File: config.mk
export PLATFORM = sky130hd
export DESIGN_NAME = m_hex_scan
export DESIGN_NICKNAME = d
export VERILOG_FILES = /design/src/rtl/m_hex_scan.sv
export SDC_FILE = /design/constraint.sdc
export NUM_CORES = 1
export LEC_CHECK = 0
export CELL_PAD_IN_SITES_DETAIL_PLACEMENT = 2
export CELL_PAD_IN_SITES_GLOBAL_PLACEMENT = 2
export CORE_MARGIN = 1.5
export CORE_UTILIZATION = 33
export DETAILED_ROUTE_END_ITERATION = 16
export PLACE_DENSITY = 0.88
export SETUP_SLACK_MARGIN = 0.4
export SYNTH_ARGS = -nofsm -noshare
export SYNTH_HDL_FRONTEND = slang
export SYNTH_SLANG_ARGS = --single-unit
export TNS_END_PERCENT = 50
File: constraint.sdc
create_clock -name clk -period 2.5 [get_ports clk]
set_input_delay 0.625 -clock clk [delete_from_list [all_inputs] [get_ports clk]]
set_output_delay 0.625 -clock clk [all_outputs]
set_load 0.005 [all_outputs]
File: src/rtl/m_hex_scan.sv
// Four-digit seven-segment scan driver: round-robin slots with a leading blank gap and per-digit blink.
// Optional HEX_SCAN_DP_EN adds a 1 Hz colon/decimal-point output dp_n on digit 2.
module m_hex_scan #(
  parameter int IN_CLK_HZ = 50_000_000,
  parameter int SCAN_HZ   = 1000,
  parameter int BLANK_CYC = 4,
  parameter int BLINK_HZ  = 2
) (
  input  logic       clk,
  input  logic       rst,
  input  logic [3:0] Hex_0,
  input  logic [3:0] Hex_1,
  input  logic [3:0] Hex_2,
  input  logic [3:0] Hex_3,
  input  logic [3:0] blink_en,
  output logic [6:0] seg_n,
  output logic [3:0] an_n,
`ifdef HEX_SCAN_DP_EN
  output logic       dp_n,
`endif
  output logic       frame_tick
);

  localparam int P   = IN_CLK_HZ / SCAN_HZ;
  localparam int B   = IN_CLK_HZ / (2 * BLINK_HZ);
  localparam int SCW = (P > 1) ? $clog2(P) : 1;
  localparam int BCW = (B > 1) ? $clog2(B) : 1;
  localparam logic [SCW-1:0] SC_LAST  = SCW'(P - 1);
  localparam logic [SCW-1:0] SC_DRIVE = SCW'(BLANK_CYC);
  localparam logic [BCW-1:0] BC_LAST  = BCW'(B - 1);

  if (P <= BLANK_CYC) begin : g_bad_blank
    $error("m_hex_scan: slot length must exceed BLANK_CYC");
  end
  if (B < 1) begin : g_bad_blink
    $error("m_hex_scan: blink half-period must be at least one cycle");
  end

  logic [1:0]     d;
  logic [SCW-1:0] sc;
  logic [BCW-1:0] bc;
  logic           ph;
  logic [3:0]     cur;
  logic           vis;

  logic       slot_start, drive;
  logic [3:0] hex_sel, cur_eff;
  logic       vis_now, vis_eff;
  logic [6:0] seg_nxt;
  logic [3:0] an_nxt;

  function automatic logic [6:0] seg_decode(input logic [3:0] v);
    case (v)
      4'h0: seg_decode = 7'b1000000;
      4'h1: seg_decode = 7'b1111001;
      4'h2: seg_decode = 7'b0100100;
      4'h3: seg_decode = 7'b0110000;
      4'h4: seg_decode = 7'b0011001;
      4'h5: seg_decode = 7'b0010010;
      4'h6: seg_decode = 7'b0000010;
      4'h7: seg_decode = 7'b1111000;
      4'h8: seg_decode = 7'b0000000;
      4'h9: seg_decode = 7'b0010000;
      4'hA: seg_decode = 7'b0001000;
      4'hB: seg_decode = 7'b0000011;
      4'hC: seg_decode = 7'b1000110;
      4'hD: seg_decode = 7'b0100001;
      4'hE: seg_decode = 7'b0000110;
      default: seg_decode = 7'b0001110;
    endcase
  endfunction

  always_comb begin
    hex_sel = Hex_0;
    case (d)
      2'd1:    hex_sel = Hex_1;
      2'd2:    hex_sel = Hex_2;
      2'd3:    hex_sel = Hex_3;
      default: hex_sel = Hex_0;
    endcase
    slot_start = (sc == '0);
    drive      = (sc >= SC_DRIVE);
    vis_now    = ~blink_en[d] | ph;
    // On the latch cycle the registers still hold the previous slot, so bypass them.
    cur_eff    = slot_start ? hex_sel : cur;
    vis_eff    = slot_start ? vis_now : vis;
    an_nxt     = 4'hF;
    seg_nxt    = 7'h7F;
    if (drive && vis_eff) begin
      an_nxt  = ~(4'b0001 << d);
      seg_nxt = seg_decode(cur_eff);
    end
  end

  always_ff @(posedge clk or posedge rst) begin
    if (rst) begin
      d          <= '0;
      sc         <= '0;
      bc         <= '0;
      ph         <= 1'b1;
      cur        <= '0;
      vis        <= 1'b0;
      seg_n      <= 7'h7F;
      an_n       <= 4'hF;
      frame_tick <= 1'b0;
    end else begin
      if (sc == SC_LAST) begin
        sc <= '0;
        d  <= d + 2'd1;
      end else begin
        sc <= sc + SCW'(1);
      end
      if (bc == BC_LAST) begin
        bc <= '0;
        ph <= ~ph;
      end else begin
        bc <= bc + BCW'(1);
      end
      if (slot_start) begin
        cur <= hex_sel;
        vis <= vis_now;
      end
      seg_n      <= seg_nxt;
      an_n       <= an_nxt;
      frame_tick <= slot_start && (d == 2'd0);
    end
  end

`ifdef HEX_SCAN_DP_EN
  localparam int CC  = IN_CLK_HZ / 2;
  localparam int CCW = (CC > 1) ? $clog2(CC) : 1;
  localparam logic [CCW-1:0] CC_LAST = CCW'(CC - 1);

  logic [CCW-1:0] cc;
  logic           colon_ph;

  // Separator follows the digit-2 drive window but is independent of blinking.
  always_ff @(posedge clk or posedge rst) begin
    if (rst) begin
      cc       <= '0;
      colon_ph <= 1'b1;
      dp_n     <= 1'b1;
    end else begin
      if (cc == CC_LAST) begin
        cc       <= '0;
        colon_ph <= ~colon_ph;
      end else begin
        cc <= cc + CCW'(1);
      end
      dp_n <= ~(drive && (d == 2'd2) && colon_ph);
    end
  end
`endif

endmodule

* After elaboration in Yosys (flattened, before gate mapping)
Memory sizes are Yosys's and may differ from the RTL's.
Cells that the tools add are included.
** Storage, ports and cells
- Flip-flop bits (word level) :: 60
- Memory bits (read-only) :: 112
- Output and inout bits :: 12
- Memories kept :: 1
** Operators by class
- Add/sub/neg operators :: 3
- Order comparisons :: 2
- Equality and inequality tests :: 5
- Shift operators :: 1
- Mux-type cells :: 9
- Bitwise logic cells :: 4
- Reductions and logical operators :: 4
** Memories
- (name not given) :: words 16, bits a word 7, read ports 1, clocked after memory_dff 0, wr ports 0, RTL line 53 : case (v)
** Operator list (number)
- $add 24x1->24 const B :: 1
- $eq 24x24->1 const B :: 1
- $mux 24 :: 1
- $add 16x1->16 const B :: 1
- $eq 16x16->1 const B :: 1
- $ge 16x3->1 const B :: 1
- $logic_not 16->1 :: 1
- $mux 16 :: 1
- $pmux 4 s3 :: 1
- $mux 4 :: 2
- $mux 7 :: 1
- $eq 2x2->1 const B :: 2
- $not 4->4 :: 1
- $shl 1x2->4 const A :: 1
- $lt 2x3->1 const B :: 1
- $add 2x1->2 const B :: 1
- $bmux 1 s2 :: 1
- $eq 2x1->1 const B :: 1
- $logic_and 1x1->1 :: 2
- $logic_not 2->1 :: 1
- $mux 1 :: 2
- $not 1->1 :: 2
- $or 1x1->1 :: 1

* Depth between registers and ports, before layout
Gate-level depths: netlist (run 1).
- Depth after elaboration :: 7
- Gate-level depth with buffers :: 10
- Gate-level depth less buffers :: 10

* Worst setup path after synthesis (run 1)
No wires, ideal clock.
- Kind :: reg-to-reg
- Start :: register sc[11]
- End :: register seg_n[3]
- Setup time :: 0.072 ns
- Data arrival time :: 2.624 ns
- Data required time :: 2.428 ns
- Slack :: -0.196 ns
- Cell stages (with the launch flop) :: 9
- Buffers on the path :: 0
- Clock period less this slack :: 2.696 ns
- Cells stage by stage :: dfrtp_1 or4_4 nor4_4 mux2i_2 inv_1 ha_1 nand2_1 and3_1 o21ai_1
** On the way
- Cells in the longest elaborated chain, start to end :: 4
** RTL lines
- start, declared :: RTL line 40 : logic [SCW-1:0] sc;
- start signal, assigned :: RTL line 111 : sc <= sc + SCW'(1);
- $logic_not 16->1 :: RTL line 81 : slot_start = (sc == '0);
- $mux 4 / $mux 1 (equally long branches)
- $mem_v2 16x7 / $logic_and 1x1->1 (equally long branches)
- $mux 7 (*) :: RTL line 89 : if (drive && vis_eff) begin
- via seg_nxt[3] :: RTL line 49 : logic [6:0] seg_nxt;
- end signal, assigned :: RTL line 123 : seg_n <= seg_nxt;
- end, declared :: RTL line 16 : output logic [6:0] seg_n,
Mark *: on every way through the listed nets, which the timed path passes. The rest lies on a longest branch.
A chain may end at the register's enable or synchronous reset.

* Worst setup path in the final report (run 1)
- Start :: register sc[1]
- End :: register seg_n[0]
The elaborated chain is that of the path after synthesis.

==> metrics, run 1 <==
status finished with violations; violated checks setup timing; Yosys reg bits 60; syn_area_per_cell roughly 10 um2; clk_lat worst skew 360 ps; vias in the first global route roughly 3,000; 1st-pass router iterations 5; GPL Wtd Cong 0.815; asr flop ratio synth between 90% and 100%; IO buf count 33; relative slew slack approximately 55%; CP cell instances inv_2 -> ha_4 -> or4b_4 -> nor4_4 -> buf_6 -> mux2i_4 -> inv_2 -> ha_4 -> a21oi_1 -> a22oi_2 -> nand2b_4; Vias/cell roughly 5.6; first-pass GRT wire length between 15 and 20 mm; critical path type register to register; cts bufs inserted 9; endpoints failing setup 7; Post-Syn Area roughly 3000 um2; Synth area leaders dfrtp_1 41%, dfstp_2 11%, xor2_1 6.5%; cell depth of the worst setup path 11; diode count 0; synth unique cells 42; delay-heaviest family, CP simple AND/OR/NAND/NOR gates; post-synth top area cell dfrtp_1; die area 9530 um2; Max IR drop VDD 0.000301 V; antenna violations before repair 0; hold path depth 1; worst slew pin tran roughly 680 ps; Max Freq 353 MHz; WP data required ~2800 ps; Finished Layout Cells approximately 480; maxcap violations 0; period utilization 113%; final wirelength roughly 13 mm; clk slew on worst S/H paths about 90 ps; vias 2,665; CP Capture Type register; # rows 34; synth cell count leaders 48 x dfrtp_1, 38 x nor2_1, 27 x nand2_1, 22 x xor2_1, 20 x nand3_1; Post-synth EDFFs 0; Hold Path Class register to register; pwr dens approximately 530 nW/um2; Routed WL per cell around 27 um; # DRC 0; H-Tree Level Count 3; Mapped Cells roughly 280; clock period minus worst slack 2830 ps; die width a little under 100 um; Yosys warnings 0; total gr overflow 0; Initial Util roughly a third; fin util around half; Final Hold Fails 0; Clk Tree Root Cell clkbuf_8; final hold slack 505 ps; Synthesized Nets about 320; largest net degree at the start of global routing 26; post-route ant nets 0; layout cells sized above 1 approximately a third; gr usage total about a quarter; post-place setup slack -119 ps; chip height just under 100 um; top cell type's share of synthesized area approximately two fifths; area grow syn2layout 43.9%; # placed instances 449; CTS Buffer Depth 2; Crit path arrival time about 3100 ps; hold_buf cts 0; fill count 900; RSZ-0062 raised after global routing yes; WP buf/inv 3; sequential share of the synthesized area approximately 50%; core box area between 8000 and 9000 um2; Starting DRT DRC Count around 170; clock tree from TritonCTS done; setup ws final -332 ps; final net count ~400; Crit-path slowest cell or4b_4; detailed placer's ending HPWL between 6 and 7 mm; post-route setup TNS -1620 ps; top_reg_cell synth dfrtp_1; skew final roughly 16 ps; critical-path maximum fanout 7; Leak Pwr 1.93 nW; I/O pins 34; max-slew violation count 0; max incr delay on CP between 400 and 500 ps; Worst Setup Start Kind register; # clock sinks 60; worst reg2reg path depth 11; most frequent cell after synthesis dfrtp_1
state kept, by name, indices dropped and copies added, names as in the netlist:
| register | cells |
|---|---|
| bc | 24 |
| sc | 16 |
| seg_n | 7 |
| an_n | 4 |
| cur | 4 |
| d | 2 |
| frame_tick | 1 |
| ph | 1 |
| vis | 1 |
routing by layer:
metal | global-route usage, % | up-vias | routed length, um
met4 | 9.45 | 0 | 447
met1 | 27.9 | 1418 | 5100
met3 | 4.53 | 36 | 408
met5 | 0 | - | 0
li1 | - | 1129 | -
met2 | 44.2 | 82 | 6950
final timing paths:
kind	from	end	slack [ps]
worst max-delay path	sc[1]$_DFF_PP0_	seg_n[0]$_DFF_PP1_	-330
worst min-delay path	sc[7]$_DFF_PP0_	sc[7]$_DFF_PP0_	510
worst max register to register	sc[1]$_DFF_PP0_	seg_n[0]$_DFF_PP1_	-330
worst min register to register	sc[7]$_DFF_PP0_	sc[7]$_DFF_PP0_	510
max in group asynchronous	rst	bc[16]$_DFF_PP0_	1180
min in group asynchronous	rst	frame_tick$_DFF_PP0_	720
logic make-up (layout without fill, tap and decap cells):
logic type	count (synthesis)	count (layout)	share of synthesized area, %
xor+xnor	37	37	11.0
mux	11	11	4.57
flops	60	60	51.3
buf+inv	21	108	2.84
fa+ha+maj	11	11	4.66
simple gates	125	125	21.3
compound gates	18	18	4.36
worst reg2reg max path, cell delays in order (launching register included):
cell and delay [ps]:
dfrtp_1 460, inv_2 120, ha_4 140, or4b_4 470
nor4_4 240, buf_6 190, mux2i_4 280, inv_2 110
ha_4 190, a21oi_1 240, a22oi_2 140, nand2b_4 160
stage by stage:
stage                     cell area (um2)  total power [mW]
after detailed placement             3670              1.17
after CTS                            4040              2.18
after floorplan                      2970              1.07
after global placement               3670              1.16
final                                4250              2.26
after global routing                 4250              2.31
area by class of cell:
cell class | count | area (um2) | area share, %
sequential | 60 | 1520 | 35.7
inverter | 16 | 70.1 | 1.65
clock buffer | 11 | 141 | 3.33
multi-input combinational | 202 | 1600 | 37.6
timing repair buffer | 76 | 712 | 16.7
tap | 108 | 135 | 3.18
clock inverter | 5 | 75.1 | 1.77
placed cells by master (no fill, tap or decap), types with 5 or more instances in the layout:
master           netlist  layout
xor2_1                22      22
dfrtp_1               48      47
inv_2                  1       6
clkbuf_8               0      10
mux2i_1                7       5
inv_1                 14       8
nand2_1               27      26
clkdlybuf4s50_1        0      33
buf_6                  0       9
nor2_1                38      32
ha_1                  11       7
dfstp_2               12      12
nand4_1                7       7
and3_1                 6       5
xnor2_1               15      15
buf_4                  0      32
nand3_1               20      18
what timing repair did:
action / 4_1_cts / 5_1_grt
setup endpoints to repair: 25 / 20
pin swaps: 12 / 11
gates resized for setup: 24 / 38
setup buffers: 7 / 6
report_power, final:
group          switching, mW  leakage [nW]  internal (mW)
registers            0.00836         0.755          0.991
logic                  0.108          1.06          0.110
clock network          0.456         0.113          0.585
Power figures use the tool's default switching activity.
==> run 2, diff against run 1 <==
Settings changed: CORE_UTILIZATION 33 to 36, PLACE_DENSITY 0.88 to 0.91.
Clock period 2.5 ns to 2.85 ns, I/O delays scaled along.
==> run 2 against run 1 <==
Net effect:
- the flow now finishes without violations
- combinational power fell by 29%
- via count fell by 8.5%
- non-clock buffer count fell by 17
- wire length fell by 20%
- register-to-register slack improved by 600 ps
- sequential share of layout area rose by 3.0 points
- critical path depth fell by 1
- sequential power fell by 12%
- first-iteration DRC count fell by 34%
- fmax rose by 9.8%
- critical endpoint is now seg_n[2]$_DFF_PP1_
==> metrics, run 2 (synthesis results as in run 1) <==
1st-pass router iterations 4; GPL Wtd Cong roughly 0.84; Max Freq approximately 390 MHz; commonest non-fill, non-tap cell in the layout dfrtp_1; max incr delay on CP 470 ps; period utilization around 90%; Initial Util 37.7%; final wirelength 10.3 mm; cts bufs inserted 9; largest registers bc x24, sc x16, seg_n x7; fin area slightly below 4000 um2; vias in the first global route approximately 2,800; Vias/cell between 5 and 6; max reg flops 24; Final Hold Fails 0; Max IR drop VDD between 0.0002 and 0.00025 V; total gr overflow 0; Placement Cell Area 3500 um2; vias ~2,400; most frequent cells in the layout 46 x dfrtp_1, 35 x nor2_1, 33 x clkdlybuf4s50_1, 27 x nand2_1; Crit-path slowest cell or4b_4; CTS Buffer Depth 2; antenna violations before repair 0; maxcap violations 0; status finished clean; die area ~8800 um2; critical path type register to register; Clk Tree Root Cell clkbuf_8; skew final ~12 ps; final hold slack just over 500 ps; WP data required approximately 3100 ps; post-route ant nets 0; Hold Path Class register to register; diode count 0; pwr dens approximately 470 nW/um2; H-Tree Level Count 3; detailed placer's ending HPWL approximately 6.4 mm; worst slew pin tran just under 600 ps; die width approximately 94 um; post-route setup TNS 0 ps; Largest Register bc; RSZ-0062 raised after global routing yes; chip height between 90 and 100 um; clk_lat worst skew between 300 and 400 ps; CP cell instances inv_1 -> ha_2 -> or4b_4 -> nor4_4 -> buf_6 -> mux2i_4 -> clkinv_4 -> nor2_2 -> a21oi_1 -> o211ai_1; clock period minus worst slack around 2600 ps; IO buf count 33; clock tree from TritonCTS done; largest net degree at the start of global routing 28; first-pass GRT wire length about 15 mm; endpoints failing setup 0; # DRC 0; Starting DRT DRC Count roughly 110; Worst Setup Start Kind register; core box area roughly 7800 um2; clk slew on worst S/H paths about 80 ps; Crit path arrival time between 2000 and 3000 ps; critical-path maximum fanout 8; setup ws final about 270 ps; post-place setup slack between 20 and 30 ps; hold_buf cts 0; Leak Pwr ~1.8 nW; fin util between 50% and 60%; final net count between 300 and 400; max-slew violation count 0; relative slew slack roughly three fifths; area grow syn2layout 32.9%; # rows 32; layout cells sized above 1 about 23%; CP Capture Type register; I/O pins 34; Routed WL per cell approximately 23 um; gr usage total between 20% and 30%; # clock sinks 60
==> run 2: per-layer routing <==
| layer | track usage, % | vias to the layer above | routed length [um] |
|---|---|---|---|
| met3 | 5.53 | 16 | 220 |
| met5 | 0 | - | 0 |
| li1 | - | 1099 | - |
| met2 | 44.3 | 38 | 5660 |
| met1 | 26.6 | 1286 | 4270 |
| met4 | 7.96 | 0 | 190 |
==> run 2: worst max-delay path: cells and delay by family (launching register included) <==
family          cells  cell delay [ps]
buf+inv             3              440
simple gates        3              820
mux                 1              320
flops               1              390
fa+ha+maj           1              160
compound gates      2              360
==> run 2: metrics by stage <==
step | instances | power, mW
global placement | 424 | 1.01
CTS | 450 | 1.81
finish | 455 | 1.84
floorplan | 283 | 0.941
detailed placement | 424 | 1.02
global route | 455 | 1.90
==> run 2: final timing paths <==
| kind | slack (ps) | endpoint | start | cells after the start |
|---|---|---|---|---|
| max | 270 | seg_n[2]$_DFF_PP1_ | sc[0]$_DFF_PP0_ | 10 |
| min | 500 | bc[22]$_DFF_PP0_ | bc[22]$_DFF_PP0_ | 1 |
| max reg2reg | 270 | seg_n[2]$_DFF_PP1_ | sc[0]$_DFF_PP0_ | 10 |
| min reg2reg | 500 | bc[22]$_DFF_PP0_ | bc[22]$_DFF_PP0_ | 1 |
| max in group asynchronous | 1500 | seg_n[5]$_DFF_PP1_ | rst | 3 |
| min in group asynchronous | 680 | bc[10]$_DFF_PP0_ | rst | 2 |
==> run 2: where the power goes <==
group | switching (mW) | total, mW | internal [mW]
registers | 0.00614 | 0.876 | 0.870
logic | 0.0782 | 0.155 | 0.0767
clock network | 0.385 | 0.812 | 0.427
total | 0.470 | 1.84 | 1.37
==> run 2: final cells by class <==
| cell class | instances | area (um2) |
|---|---|---|
| fill | 815 | 3920 |
| multi-input combinational | 202 | 1470 |
| sequential | 60 | 1520 |
| inverter | 16 | 70.1 |
| tap | 102 | 128 |
| timing repair buffer | 59 | 549 |
| clock inverter | 4 | 50.0 |
| clock buffer | 12 | 145 |
==> run 2: repair_timing <==
| item | CTS | global route |
|---|---|---|
| hold endpoints to repair | 0 | 0 |
| gates resized for setup | 10 | 17 |
| buffers inserted | 10 | 5 |
| endpoints found under the setup margin | 7 | 8 |
| pin swaps | 5 | 1 |
